## src/rtl/beta_if_prefetch_stage.sv

```systemverilog
// Instruction fetch stage: PC generation, pipelined imem requests with bounded
// outstanding count, and a {pc, instr} prefetch buffer feeding decode.
module beta_if_prefetch_stage #(
  parameter int unsigned          DataWidth      = 32,
  parameter int unsigned          FifoDepth      = 4,
  parameter int unsigned          MaxOutstanding = 2,
  parameter logic [DataWidth-1:0] BootAddr       = '0
) (
  input  logic                         clk_i,
  input  logic                         rstn_i,
  input  logic                         if_fetch_en_i,
  output logic                         if_instr_req_o,
  output logic [DataWidth-1:0]         if_instr_addr_o,
  input  logic                         if_instr_ready_i,
  input  logic                         if_instr_valid_i,
  input  logic [DataWidth-1:0]         if_instr_rdata_i,
  input  logic                         if_ctrl_hazard_flag_i,
  input  logic                         if_trap_hazard_flag_i,
  input  logic [DataWidth-1:0]         if_next_pc_i,
  input  logic                         if_ready_i,
  output logic                         if_new_instr_o,
  output logic [DataWidth-1:0]         if_instr_o,
  output logic [DataWidth-1:0]         if_curr_pc_o,
  output logic                         if_stage_busy_o,
  output logic [$clog2(FifoDepth):0]   if_fifo_level_o
);

  localparam int unsigned PtrW = $clog2(FifoDepth);
  localparam int unsigned LvlW = PtrW + 1;

  typedef enum logic [1:0] {StIdle, StFetch, StDrain} state_e;

  state_e                 state_q, state_d;
  logic [DataWidth-1:0]   fetch_pc_q, fetch_pc_d;
  logic [LvlW-1:0]        outstanding_q, outstanding_d;
  logic [LvlW-1:0]        discard_q, discard_d;
  logic [LvlW-1:0]        level_q, level_d;
  logic [PtrW-1:0]        rd_ptr_q, wr_ptr_q;
  logic [DataWidth-1:0]   pc_mem_q    [FifoDepth];
  logic [DataWidth-1:0]   instr_mem_q [FifoDepth];

  logic                   redirect, resp, accept, push, pop, new_instr;
  logic [LvlW-1:0]        live_cnt;
  logic [LvlW:0]          credit_used;
  logic [DataWidth-1:0]   resp_pc;

  assign redirect    = if_ctrl_hazard_flag_i | if_trap_hazard_flag_i;
  assign resp        = if_instr_valid_i & (outstanding_q != '0);
  assign new_instr   = (level_q != '0);
  assign credit_used = {1'b0, level_q} + {1'b0, outstanding_q};

  assign if_instr_req_o = (state_q == StFetch) & if_fetch_en_i & ~redirect &
                          (outstanding_q < LvlW'(MaxOutstanding)) &
                          (credit_used < (LvlW + 1)'(FifoDepth));
  assign if_instr_addr_o = fetch_pc_q;

  assign accept = if_instr_req_o & if_instr_ready_i;
  assign push   = resp & (discard_q == '0) & ~redirect;
  assign pop    = new_instr & if_ready_i & ~redirect;

  // Live (non-discarded) requests were issued back to back and end just below
  // fetch_pc, so the oldest live request address can be reconstructed.
  assign live_cnt = outstanding_q - discard_q;
  assign resp_pc  = fetch_pc_q - (DataWidth'(live_cnt) << 2);

  always_comb begin
    fetch_pc_d    = fetch_pc_q;
    outstanding_d = outstanding_q + LvlW'(accept) - LvlW'(resp);
    discard_d     = discard_q;
    level_d       = level_q + LvlW'(push) - LvlW'(pop);
    state_d       = state_q;

    if (redirect) begin
      fetch_pc_d = if_next_pc_i;
      level_d    = '0;
      // Every request still in flight after this cycle is stale.
      discard_d  = outstanding_q - LvlW'(resp);
    end else begin
      if (accept) fetch_pc_d = fetch_pc_q + DataWidth'(4);
      if (resp && (discard_q != '0)) discard_d = discard_q - LvlW'(1);
    end

    unique case (state_q)
      StIdle:  if (if_fetch_en_i) state_d = StFetch;
      StFetch: if (redirect && ((outstanding_q - LvlW'(resp)) != '0)) state_d = StDrain;
      StDrain: if (discard_d == '0) state_d = StFetch;
      default: state_d = StIdle;
    endcase
  end

  always_ff @(posedge clk_i or negedge rstn_i) begin
    if (!rstn_i) begin
      state_q       <= StIdle;
      fetch_pc_q    <= BootAddr;
      outstanding_q <= '0;
      discard_q     <= '0;
      level_q       <= '0;
      rd_ptr_q      <= '0;
      wr_ptr_q      <= '0;
    end else begin
      state_q       <= state_d;
      fetch_pc_q    <= fetch_pc_d;
      outstanding_q <= outstanding_d;
      discard_q     <= discard_d;
      level_q       <= level_d;
      if (redirect) begin
        rd_ptr_q <= '0;
        wr_ptr_q <= '0;
      end else begin
        if (push) wr_ptr_q <= wr_ptr_q + PtrW'(1);
        if (pop)  rd_ptr_q <= rd_ptr_q + PtrW'(1);
      end
    end
  end

  always_ff @(posedge clk_i or negedge rstn_i) begin
    if (!rstn_i) begin
      for (int i = 0; i < int'(FifoDepth); i++) begin
        pc_mem_q[i]    <= '0;
        instr_mem_q[i] <= '0;
      end
    end else if (push) begin
      pc_mem_q[wr_ptr_q]    <= resp_pc;
      instr_mem_q[wr_ptr_q] <= if_instr_rdata_i;
    end
  end

  assign if_new_instr_o  = new_instr;
  assign if_instr_o      = instr_mem_q[rd_ptr_q];
  assign if_curr_pc_o    = pc_mem_q[rd_ptr_q];
  assign if_stage_busy_o = (outstanding_q != '0) | (state_q == StDrain);
  assign if_fifo_level_o = level_q;

endmodule

```

## config.mk

```make
export PLATFORM = sky130hd
export DESIGN_NAME = beta_if_prefetch_stage
export DESIGN_NICKNAME = d
export VERILOG_FILES = /design/src/rtl/beta_if_prefetch_stage.sv
export SDC_FILE = /design/constraint.sdc
export NUM_CORES = 1
export LEC_CHECK = 0
export CORE_ASPECT_RATIO = 1.4
export CORE_MARGIN = 2
export CORE_UTILIZATION = 56
export DETAILED_ROUTE_END_ITERATION = 8
export GPL_TIMING_DRIVEN = 0
export PLACE_DENSITY_LB_ADDON = 0.15
export SYNTH_ARGS = -nofsm -noshare
export SYNTH_HDL_FRONTEND = slang
export SYNTH_SLANG_ARGS = --single-unit
```

## constraint.sdc

```tcl
create_clock -name clk_i -period 3.8 [get_ports clk_i]
set_input_delay 0.95 -clock clk_i [delete_from_list [all_inputs] [get_ports clk_i]]
set_output_delay 0.95 -clock clk_i [all_outputs]
set_load 0.03 [all_outputs]
```

==> metrics.md, run 1 <==
| Metric | Value |
|---|---|
| Syn. warnings | 0 |
| Global Route met1 Usage | 32.2% |
| Wire length per cell | 20.1 um |
| GPL Wtd Cong | 0.836 |
| Met3 Track Usage GR | 3.71% |
| Worst slew pin tran | 845 ps |
| Synth area leader | dfrtp_1 |
| Register share of total power | 39.5% |
| Share of cells above drive strength 1 | 20.9% |
| Status | completed |
| Worst setup path class | register to primary output |
| Inserted Diodes | 0 |
| DIE WIDTH | 138 um |
| F_max | around 270 MHz |
| CP startpoint | rd_ptr_q[1] |
| Root Buffer | clkbuf_16 |
| Wirelength, routed | 34100 um |
| Max IR drop VDD | 0.534 mV |
| Final hold slack | 390 ps |
| Slew headroom | 43.5% |
| CTS tree | yes |
| Post-synth EDFFs | 0 |
| Hold Crit Class | primary input to asynchronous set/reset pin |
| Synth cell types | 43 |
| H-tree depth | 1 |
| Critical Path Slowest Stage Cell | clkdlybuf4s50_1 |
| Drt first pass iters | 5 |
| CTS clk-pin slew, worst paths | ~70 ps |
| Endpoint type of the worst setup path | primary output |
| Reg2reg setup slack | between 300 and 400 ps |
| Max_cap viols | 0 |
| CP required | 2850 ps |
| Crit Path Max Fanout | 10 |
| Crit start category | register |
| CP bufs+invs | 3 |
| First-pass GRT wire length | 55300 um |
| Avg Inst Size Synth | 12.3 um^2 |
| Largest cells by area after synthesis | dfrtp_1 (54%), mux2_2 (12%), mux4_2 (10%), o21ai_0 (4.8%), nand2_1 (4.2%) |
| Share of the synthesized area in the top cell type | 53.5% |
| Layout Area Growth over Synthesis | 22.8% |
| Clk_lat worst skew | 540 ps |
| Flop and latch count out of synthesis | 303 |
| Die area | 26600 um^2 |
| Std-Cell Core Area | 24800 um^2 |
| Nets | 1458 |
| Launching point of the worst reg2reg path | outstanding_q[0] |
| I/O pins | 174 |
| Post-synth ARST share | 100% |
| Netlist Area Pre-Place | 14200 um^2 |
| Power after layout | roughly 9.6 mW |
| Sequential area share after synthesis | 53.5% |
| Overflow after GRT | 0 |
| Initial antenna violation count | 0 |
| Dpl hpwl | 23600 um |
| Row count | 68 |
| Final Slew Violations | 0 |
| Pint | 6.57 mW |
| Total nets after synthesis | between 1000 and 1500 |
| Inserted Clock Buffers | 29 |
| Grt peak-use layer | met2 |
| Gr usage total | 26.0% |
| CP Cell Sequence | clkbuf_2 -> clkbuf_1 -> mux4_2 -> clkdlybuf4s50_1 |
| Worst Skew | 8.98 ps |
| Max incr delay on CP | 670 ps |
| Final setup viols | 0 |
| DR iter-0 viols | 539 |
| Switch share | a little under a third |
| Sw power | between 3 and 4 mW |
| Tcrit/Tclk final | 99.0% |
| RSZ-0062 raised after global routing | false |
| Critical path's top delay family | buffers and inverters |
| Vias | 10018 |
| Largest net degree at the start of global routing | 120 |
| Syn Inst Count | 1153 |
| Port Buffer Count | 173 |
| DR vias/cell | 5.90 |
| Share of power burned in combinational logic | 29.8% |
| # clock sinks | 303 |
| Max clock buf depth | 3 |
| Initial core utilization | 57.2% |
| Final min period | 3760 ps |
| Fillcell total | 1809 |
| Number of global-route vias before repair | 10516 |
| Worst EP arrival | 2810 ps |
| Met2 Track Usage GR | 47.6% |
| # DRC | 0 |
| Count of final hold-check violations | 0 |
| Leak | 7.69 nW |
| Pwr/cell area | 551 nW/um^2 |
| Main synth FF type | dfrtp_1 |
| Final ANT Viol Nets | 0 |
| Clock power frac | approximately 31% |
| Height of the die | 192 um |
==> power groups by stage <==
| stage | Clock [mW] | Sequential, mW | Combinational [mW] |
|---|---|---|---|
| after CTS | 3.00 | 3.79 | 2.87 |
| final | 2.95 | 3.79 | 2.85 |
| after floorplan | 0 | 3.83 | 1.76 |
| after global routing | 3.14 | 3.83 | 3.08 |
| after global placement | 0 | 3.83 | 2.79 |
| after detailed placement | 0 | 3.84 | 2.85 |
==> path summary, 6_finish.rpt <==
path	cells after the start	endpoint
max	4	if_curr_pc_o[15]
max reg2reg	11	pc_mem_q[108]
min reg2reg	2	pc_mem_q[22]
min in group clk_i	2	pc_mem_q[22]
max in group asynchronous	3	if_instr_addr_o[13]
min	1	instr_mem_q[74]
==> repair_timing <==
action,in CTS,in global routing
resized for setup,34,8
setup buffers,0,3
hold buffers,0,0
endpoints found under the setup margin,61,47
==> synthesized netlist by cell type (3+ instances only) <==
cell and count:
nor2_1 27, or4_1 6, clkbuf_1 66, mux4_2 64, xnor2_1 42, a31oi_1 10, xor2_1 13, and4_1 7
mux2_2 148, ha_1 20, o21ai_0 136, a211oi_1 5, nor4_1 20, or3_1 10, a21oi_1 3, o31ai_1 6
nor3_1 12, dfrtp_1 303, nand2_1 157, or2_2 3, fa_1 4, nand3_1 14, and3_1 10, and2_1 4
inv_1 21, nand4_1 11, buf_1 9
==> routing by layer <==
layer  vias to the layer above  wire length (um)
met5                         -                 0
met4                         0               889
met3                        58              1820
met2                       309             17900
met1                      5093             13400
li1                       4558                 -
==> cell type report <==
class                      instances  area, um^2  share of cell area (%)
clock buffer                      40         837                    4.81
clock inverter                    12         140                   0.806
buffer                            78         343                    1.97
tap                              315         394                    2.27
inverter                          22        86.3                   0.496
timing repair buffer             178        1810                    10.4
multi-input combinational        750        6200                    35.6
sequential                       303        7580                    43.6
==> layout by cell type (no fill, tap or decap), types with 7 or more instances in the layout <==
cell type | Yosys | layout
and4_1 | 7 | 7
nor3_1 | 12 | 12
and3_1 | 10 | 10
ha_1 | 20 | 20
nor2_1 | 27 | 27
or3_1 | 10 | 10
nand2_1 | 157 | 157
a31oi_1 | 10 | 10
dfrtp_1 | 303 | 303
o21ai_0 | 136 | 136
inv_1 | 21 | 21
xor2_1 | 13 | 13
clkinv_2 | 0 | 7
nand3_1 | 14 | 14
clkbuf_1 | 66 | 65
buf_4 | 2 | 9
nor4_1 | 20 | 20
xnor2_1 | 42 | 42
clkdlybuf4s50_1 | 0 | 171
nand4_1 | 11 | 11
mux4_2 | 64 | 64
mux2_2 | 148 | 148
clkbuf_16 | 0 | 29
clkbuf_8 | 0 | 7
==> metrics by stage <==
step | cell area (um^2) | instances | TNS, ps | utilization, % | setup slack [ps]
2_1_floorplan | 14200 | 1153 | 0 | - | 482
3_3_place_gp | 16300 | 1641 | -3423870 | 65.8 | -11320
6_report | 17400 | 1698 | 0 | 70.3 | 36.7
5_1_grt | 17400 | 1698 | 0 | 70.3 | 3.98
3_5_place_dp | 16400 | 1643 | -8090 | 66.1 | -737
4_1_cts | 17400 | 1695 | 0 | 70.2 | 13.1
==> logic make-up (layout without fill, tap and decap cells) <==
group           after synthesis  in the layout  share of synthesized area [%]
mux                         213            213                           22.0
compound gates              164            164                           6.16
buf+inv                     100            330                           2.75
fa+ha+maj                    24             24                           2.33
xor+xnor                     55             55                           3.40
simple gates                294            294                           9.84
flops                       303            303                           53.5
==> state kept, by name, indices dropped and copies added, names as in the netlist <==
signal and cells:
pc_mem_q 128, state_q 2, discard_q 3, instr_mem_q 128, rd_ptr_q 2, wr_ptr_q 2, if_instr_addr_o 32, outstanding_q 3
if_fifo_level_o 3
Note: power is estimated with default switching activity, not from simulation.
==> inputs of run 2 (changes only) <==
- CORE_ASPECT_RATIO: 1.4 -> 1.2
- MAX_ROUTING_LAYER: unset -> met4
==> metrics.md, run 2 (synthesis results as in run 1) <==
| Metric | Value |
|---|---|
| Status | completed |
| Critical path's top delay family | buffers and inverters |
| Worst R2R End | pc_mem_q[12] |
| Pwr/cell area | 561 nW/um^2 (+1.8%) |
| Final hold slack | 378 ps (-11.9 ps) |
| CP Cell Sequence | clkbuf_2 -> buf_1 -> mux4_2 -> clkdlybuf4s50_1 |
| Inserted Diodes | 0 (unchanged) |
| RSZ-0062 raised after global routing | false |
| Std-Cell Core Area | 24800 um^2 (+0.29%) |
| Vias | 10102 (+0.84%) |
| Register share of total power | 38.7% (-0.8 points) |
| Hold Crit Class | primary input to asynchronous set/reset pin |
| Leak | 7.75 nW (+0.78%) |
| Sw power | 3.11 mW (+3.1%) |
| Switch share | 31.7% (+0.24 points) |
| Final ANT Viol Nets | 0 (unchanged) |
| F_max | 271 MHz (+2.0%) |
| Reg2reg setup slack | 320 ps (about the same) |
| Max_cap viols | 0 (unchanged) |
| Max clock buf depth | 3 (unchanged) |
| Setup Total Neg Slack | 0 ps (unchanged) |
| Commonest non-fill, non-tap cell in the layout | dfrtp_1 |
| Endpoint type of the worst setup path | primary output |
| Slew headroom | 41.5% (-2.0 points) |
| GPL Wtd Cong | 0.944 (+13%) |
| Stages on worst setup path | 4 (unchanged) |
| Crit path capture | if_instr_o[16] |
| Count of final hold-check violations | 0 (unchanged) |
| R2R cell count | 11 (unchanged) |
| Dpl hpwl | 24100 um (+2.1%) |
| Max IR drop VDD | 0.426 mV (-20%) |
| Largest net degree at the start of global routing | 119 (-0.83%) |
| Pint | 6.70 mW (+1.9%) |
| Crit start category | register |
| DR iter-0 viols | 666 (+24%) |
| Worst setup path class | register to primary output |
| Inserted Clock Buffers | 31 (+6.9%) |
| Dpl cells | 1653 (+0.61%) |
| DR vias/cell | 5.91 (+0.13%) |
| Layout Area Growth over Synthesis | 23.3% |
| Wire length per cell | 20.4 um (+1.8%) |
| Worst EP arrival | 2740 ps (-70 ps) |
| Max incr delay on CP | 610 ps (-60 ps) |
| Initial antenna violation count | 0 (unchanged) |
| CTS tree | yes |
| Gr usage total | 27.8% (+1.8 points) |
| Root Buffer | clkbuf_16 |
| Drt first pass iters | 5 (unchanged) |
| Fillcell total | 1828 (+1.1%) |
| Wirelength, routed | 34900 um (+2.5%) |
| Critical Path Slowest Stage Cell | clkdlybuf4s50_1 |
| Clock power frac | 31.8% (+1.1 points) |
| Tcrit/Tclk final | 97.1% (-2.0 points) |
| Height of the die | 178 um (-7.3%) |
| Most frequent cells in the layout | dfrtp_1 (303), clkdlybuf4s50_1 (170), nand2_1 (157) |
| Post-Route Utilization | 70.4% (+0.12 points) |
| Non-Filler Instances | 1710 (+0.71%) |
| # DRC | 0 (unchanged) |
| DIE WIDTH | 149 um (+7.8%) |
| Die area | 26600 um^2 (about the same) |
| Overflow after GRT | 0 (unchanged) |
| H-tree depth | 1 (unchanged) |
| Worst slew pin tran | 869 ps (+24.5 ps) |
| Final setup viols | 0 (unchanged) |
| Multi-input gate area | 6210 um^2 (+0.20%) |
| Launching point of the worst reg2reg path | outstanding_q[0] |
| Clk_lat worst skew | 560 ps (+20 ps) |
| Crit Path Max Fanout | 10 (unchanged) |
| Row count | 63 (-7.4%) |
| CP required | 2850 ps (about the same) |
| CTS clk-pin slew, worst paths | 60 ps (about the same) |
| CP startpoint | rd_ptr_q[1] |
| Final min period | 3690 ps (-75.3 ps) |
| Initial core utilization | 57.1% (-0.16 points) |
| Power after layout | 9.81 mW (+2.3%) |
| Final Slew Violations | 0 (unchanged) |
| First-pass GRT wire length | 56200 um (+1.5%) |
| Worst Skew | 13.0 ps (+4.06 ps) |
| I/O pins | 174 (unchanged) |
| FF/Latch Area | 7580 um^2 (unchanged) |
| Port Buffer Count | 173 (unchanged) |
| Number of global-route vias before repair | 10503 (-0.12%) |
| # clock sinks | 303 (unchanged) |
| Share of cells above drive strength 1 | 21.1% (+0.19 points) |
| Nets | 1457 (-0.069%) |
| Share of power burned in combinational logic | 29.5% (-0.3 points) |
| CP bufs+invs | 3 (unchanged) |
## run 2: cell types whose count changed in the layout (fill, tap and decap cells not counted), sizes merged
| cell | change |
|---|---|
| clkdlybuf4s18 | -1 |
| clkdlybuf4s50 | -1 |
| buf | -2 |
| clkdlybuf4s15 | +1 |
| clkinvlp | -3 |
| dlymetal6s2s | +1 |
| clkinv | +2 |
| clkbuf | +4 |
| inv | +1 |
## run 2: timing repair
| item | 4_1_cts | 5_1_grt |
|---|---|---|
| setup endpoints to repair | 65 | 39 |
| hold buffers | 0 | 0 |
| buffers inserted | 0 | 0 |
| gates resized for setup | 36 | 7 |
## run 2: power groups by stage
stage	Combinational, mW	Clock [mW]	Sequential, mW
final	2.89	3.12	3.79
after global routing	3.12	3.30	3.84
after CTS	2.92	3.15	3.79
after detailed placement	2.88	0	3.84
after global placement	2.82	0	3.83
after floorplan	1.76	0	3.83
## run 2: through the flow
step / area (um^2) / worst slack, ps
detailed placement: 16400 / -740
global route: 17500 / 20.5
CTS: 17500 / 16.5
global placement: 16300 / -11360
finish: 17500 / 112
floorplan: 14200 / 482
## run 2: final cells by class
class / count / share of cell area [%]
buffer: 78 / 2.00
clock buffer: 45 / 5.20
clock inverter: 12 / 0.816
inverter: 22 / 0.480
multi-input combinational: 750 / 35.5
sequential: 303 / 43.4
tap: 325 / 2.33
timing repair buffer: 175 / 10.2
## run 2: layer usage
metal | part of all wire, % | global-route usage [%] | vias up
met1 | 40 | 34.7 | 5149
li1 | - | - | 4552
met3 | 5.5 | 3.71 | 71
met4 | 3.0 | 8.89 | 0
met2 | 51 | 47.6 | 330
met5 | 0 | - | -
## run 2: worst min path at each step
stage / cells after the start / slack, ps / to
2_1_floorplan: 2 / 440 / pc_mem_q[34]
3_3_place_gp: 2 / 460 / pc_mem_q[118]
3_5_place_dp: 2 / 470 / pc_mem_q[47]
4_1_cts: 1 / 400 / instr_mem_q[104]
5_1_grt: 1 / 410 / instr_mem_q[104]
6_report: 1 / 380 / instr_mem_q[104]
==> inputs of run 3 (changes only) <==
- ABC_AREA: unset -> 1
- CORE_UTILIZATION: 56 -> 57
- CTS_CLUSTER_SIZE: unset -> 30
==> metrics.md, run 3 <==
| Metric | Value |
|---|---|
| Status | completed |
| Pwr/cell area | 523 nW/um^2 (-6.9%) |
| Gr usage total | 34.8% (+6.9 points) |
| Synth Area in Compound Gates | 9.26% (+3.1 points) |
| Crit Path Max Fanout | 10 (unchanged) |
| Crit start category | register |
| Final min period | 3780 ps (+93.9 ps) |
| Post-synth ARST share | 100% (unchanged) |
| Global Route met1 Usage | 42.9% (+8.2 points) |
| Syn. warnings | 0 (unchanged) |
| Die area | 28500 um^2 (+7.1%) |
| Root Buffer | clkbuf_16 |
| Wire length per cell | 18.1 um (-11%) |
| Nets | 2360 (+62%) |
| RSZ-0062 raised after global routing | false |
| Count of final hold-check violations | 0 (unchanged) |
| Max_cap viols | 0 (unchanged) |
| First-pass GRT wire length | 76200 um (+36%) |
| CTS hold repair buffers | 0 (unchanged) |
| Wirelength, routed | 47500 um (+36%) |
| Inserted Clock Buffers | 31 (unchanged) |
| Layout Area Growth over Synthesis | 21.3% |
| Hold Crit Class | primary input to asynchronous set/reset pin |
| Commonest non-fill, non-tap cell in the layout | nand2_1 |
| Most frequent cells in the layout | nand2_1 (889), dfrtp_1 (303), nor2_1 (240) |
| Avg Inst Size Synth | 7.53 um^2 (-39%) |
| Vias | 14619 (+45%) |
| F_max | 264 MHz (-2.5%) |
| Worst R2R End | pc_mem_q[91] |
| Worst setup margin | 18.0 ps (-93.9 ps) |
| H-tree depth | 1 (unchanged) |
| Final Slew Violations | 0 (unchanged) |
| Total nets after synthesis | 2152 (+72%) |
| CTS clk-pin slew, worst paths | 60 ps (about the same) |
| Initial antenna violation count | 0 (unchanged) |
| Drt first pass iters | 5 (unchanged) |
| Launching point of the worst reg2reg path | outstanding_q[0] |
| Tcrit/Tclk final | 99.5% (+2.5 points) |
| Share of cells above drive strength 1 | 6.86% (-14 points) |
| Met2 Track Usage GR | 58.9% (+11 points) |
| Post-CTS setup buffer count | 0 (unchanged) |
| Worst slew pin tran | 771 ps (-98.2 ps) |
| Max IR drop VDD | 0.411 mV (-3.4%) |
| Syn Inst Count | 2056 (+78%) |
| Largest net degree at the start of global routing | 124 (+4.2%) |
| R2R cell count | 14 (+3) |
| Synth cell types | 37 (-14%) |
| # DRC | 0 (unchanged) |
| Flop and latch count out of synthesis | 303 (unchanged) |
| Dpl hpwl | 32800 um (+36%) |
| Placed inst area | 17700 um^2 (+8.1%) |
| Power after layout | 9.82 mW (about the same) |
| Endpoint type of the worst setup path | primary output |
| Slew headroom | 48.6% (+7.1 points) |
| Final ANT Viol Nets | 0 (unchanged) |
| Met3 Track Usage GR | 4.04% (+0.34 points) |
| Final setup viols | 0 (unchanged) |
| Top cells by count, synth | nand2_1 (889), dfrtp_1 (303), nor2_1 (240) |
| Share of the synthesized area in the top cell type | 49.0% (-4.5 points) |
| Non-Filler Instances | 2627 (+54%) |
| Setup Total Neg Slack | 0 ps (unchanged) |
| Synth area leader | dfrtp_1 |
| Number of global-route vias before repair | 14611 (+39%) |
| Clk_lat worst skew | 570 ps (about the same) |
| Largest cells by area after synthesis | dfrtp_1 (49%), nand2_1 (22%), nor2_1 (5.8%), o21ai_0 (5.0%), o22ai_1 (2.7%) |
| DIE WIDTH | 154 um (+3.5%) |
| Reg2reg setup slack | 450 ps (+130 ps) |
| Setup WS pre-CTS | -48.7 ps (+691 ps) |
| Post-synth EDFFs | 0 (unchanged) |
| Largest family of logic cells by synthesized area | simple AND/OR/NAND/NOR gates |
| DR vias/cell | 5.56 (-5.8%) |
| Post-synthesis adder-cell area fraction | 2.13% (-0.20 points) |
| Max clock buf depth | 3 (unchanged) |
| Most numerous cell in the Yosys netlist | nand2_1 |
| Synth Area in XOR/XNOR | 2.15% (-1.2 points) |
| Row count | 66 (+4.8%) |
| Post-synthesis mux area share | 0% (-22 points) |
| Grt peak-use layer | met2 |
| Initial core utilization | 57.5% (+0.41 points) |
| Sequential area share after synthesis | 49.0% (-4.5 points) |
| Port Buffer Count | 173 (unchanged) |
| # clock sinks | 303 (unchanged) |
| Leak | 10.1 nW (+31%) |
| Dpl cells | 2571 (+56%) |
| Final hold slack | 309 ps (-68.5 ps) |
| DR iter-0 viols | 1128 (+69%) |
| Worst setup path class | register to primary output |
| CP required | 2850 ps (about the same) |
| CTS tree | yes |
| Final Instance Area | 18800 um^2 (+7.4%) |
| Height of the die | 184 um (+3.5%) |
| Simple-gate area share of the yosys netlist | 31.7% (+22 points) |
| I/O pins | 174 (unchanged) |
| Post-Route Utilization | 69.7% (-0.65 points) |
| Main synth FF type | dfrtp_1 |
| GPL Wtd Cong | 0.961 (+1.8%) |
| Netlist Area Pre-Place | 15500 um^2 (+9.2%) |
| Inserted Diodes | 0 (unchanged) |
| Worst EP arrival | 2830 ps (+90 ps) |
| Std-Cell Core Area | 26900 um^2 (+8.4%) |
| Worst Skew | 19.9 ps (+6.84 ps) |
| Overflow after GRT | 0 (unchanged) |
-- run 3: timing repair --
item | CTS | global route
gates cloned | 0 | 0
endpoints found under the setup margin | 64 | 37
gates resized for setup | 23 | 31
-- run 3: kinds of logic (layout without fill, tap and decap cells) --
logic type / Yosys count / count (layout)
compound gates: 262 / 262
xor+xnor: 38 / 38
fa+ha+maj: 24 / 24
buf+inv: 192 / 423
flops: 303 / 303
simple gates: 1237 / 1237
-- run 3: how the worst max path moves through the flow --
| stage | startpoint | to | slack (ps) | cells after the start |
|---|---|---|---|---|
| 2_1_floorplan | if_trap_hazard_flag_i | outstanding_q[2] | 820 | 9 |
| 3_3_place_gp | rstn_i | if_instr_addr_o[27] | -11390 | 1 |
| 3_5_place_dp | rd_ptr_q[0] | if_curr_pc_o[11] | -50 | 6 |
| 4_1_cts | rd_ptr_q[0] | if_curr_pc_o[20] | 3 | 6 |
| 5_1_grt | rd_ptr_q[0] | if_curr_pc_o[3] | 7 | 6 |
| 6_report | rd_ptr_q[0] | if_curr_pc_o[10] | 20 | 5 |
-- run 3: cell type report --
class / instances / area [um^2]
plain buffers: 115 / 632
repair buffers: 175 / 1830
clock buffers: 44 / 875
inverters: 77 / 289
flip-flops and latches: 303 / 7580
well taps: 340 / 425
multi-input cells: 1561 / 7000
fillers: 2265 / 8150
clock inverters: 12 / 140
-- run 3: power by group --
part | total, mW | internal (mW) | switching, mW
Sequential | 3.80 | 3.55 | 0.252
Clock | 3.09 | 1.79 | 1.30
Combinational | 2.92 | 1.08 | 1.84
Total | 9.82 | 6.43 | 3.39
-- run 3: worst max-delay path, stage by stage (launching register included) --
cell	delay, ps
dfrtp_1	370
clkbuf_2	290
clkbuf_1	480
nor2_1	100
o22ai_1	290
clkdlybuf4s50_1	740
-- run 3: per-layer routing --
layer	share of wire [%]	up-vias
met5	0	-
met2	49	621
li1	-	6934
met3	7.1	129
met1	40	6935
met4	4.0	0
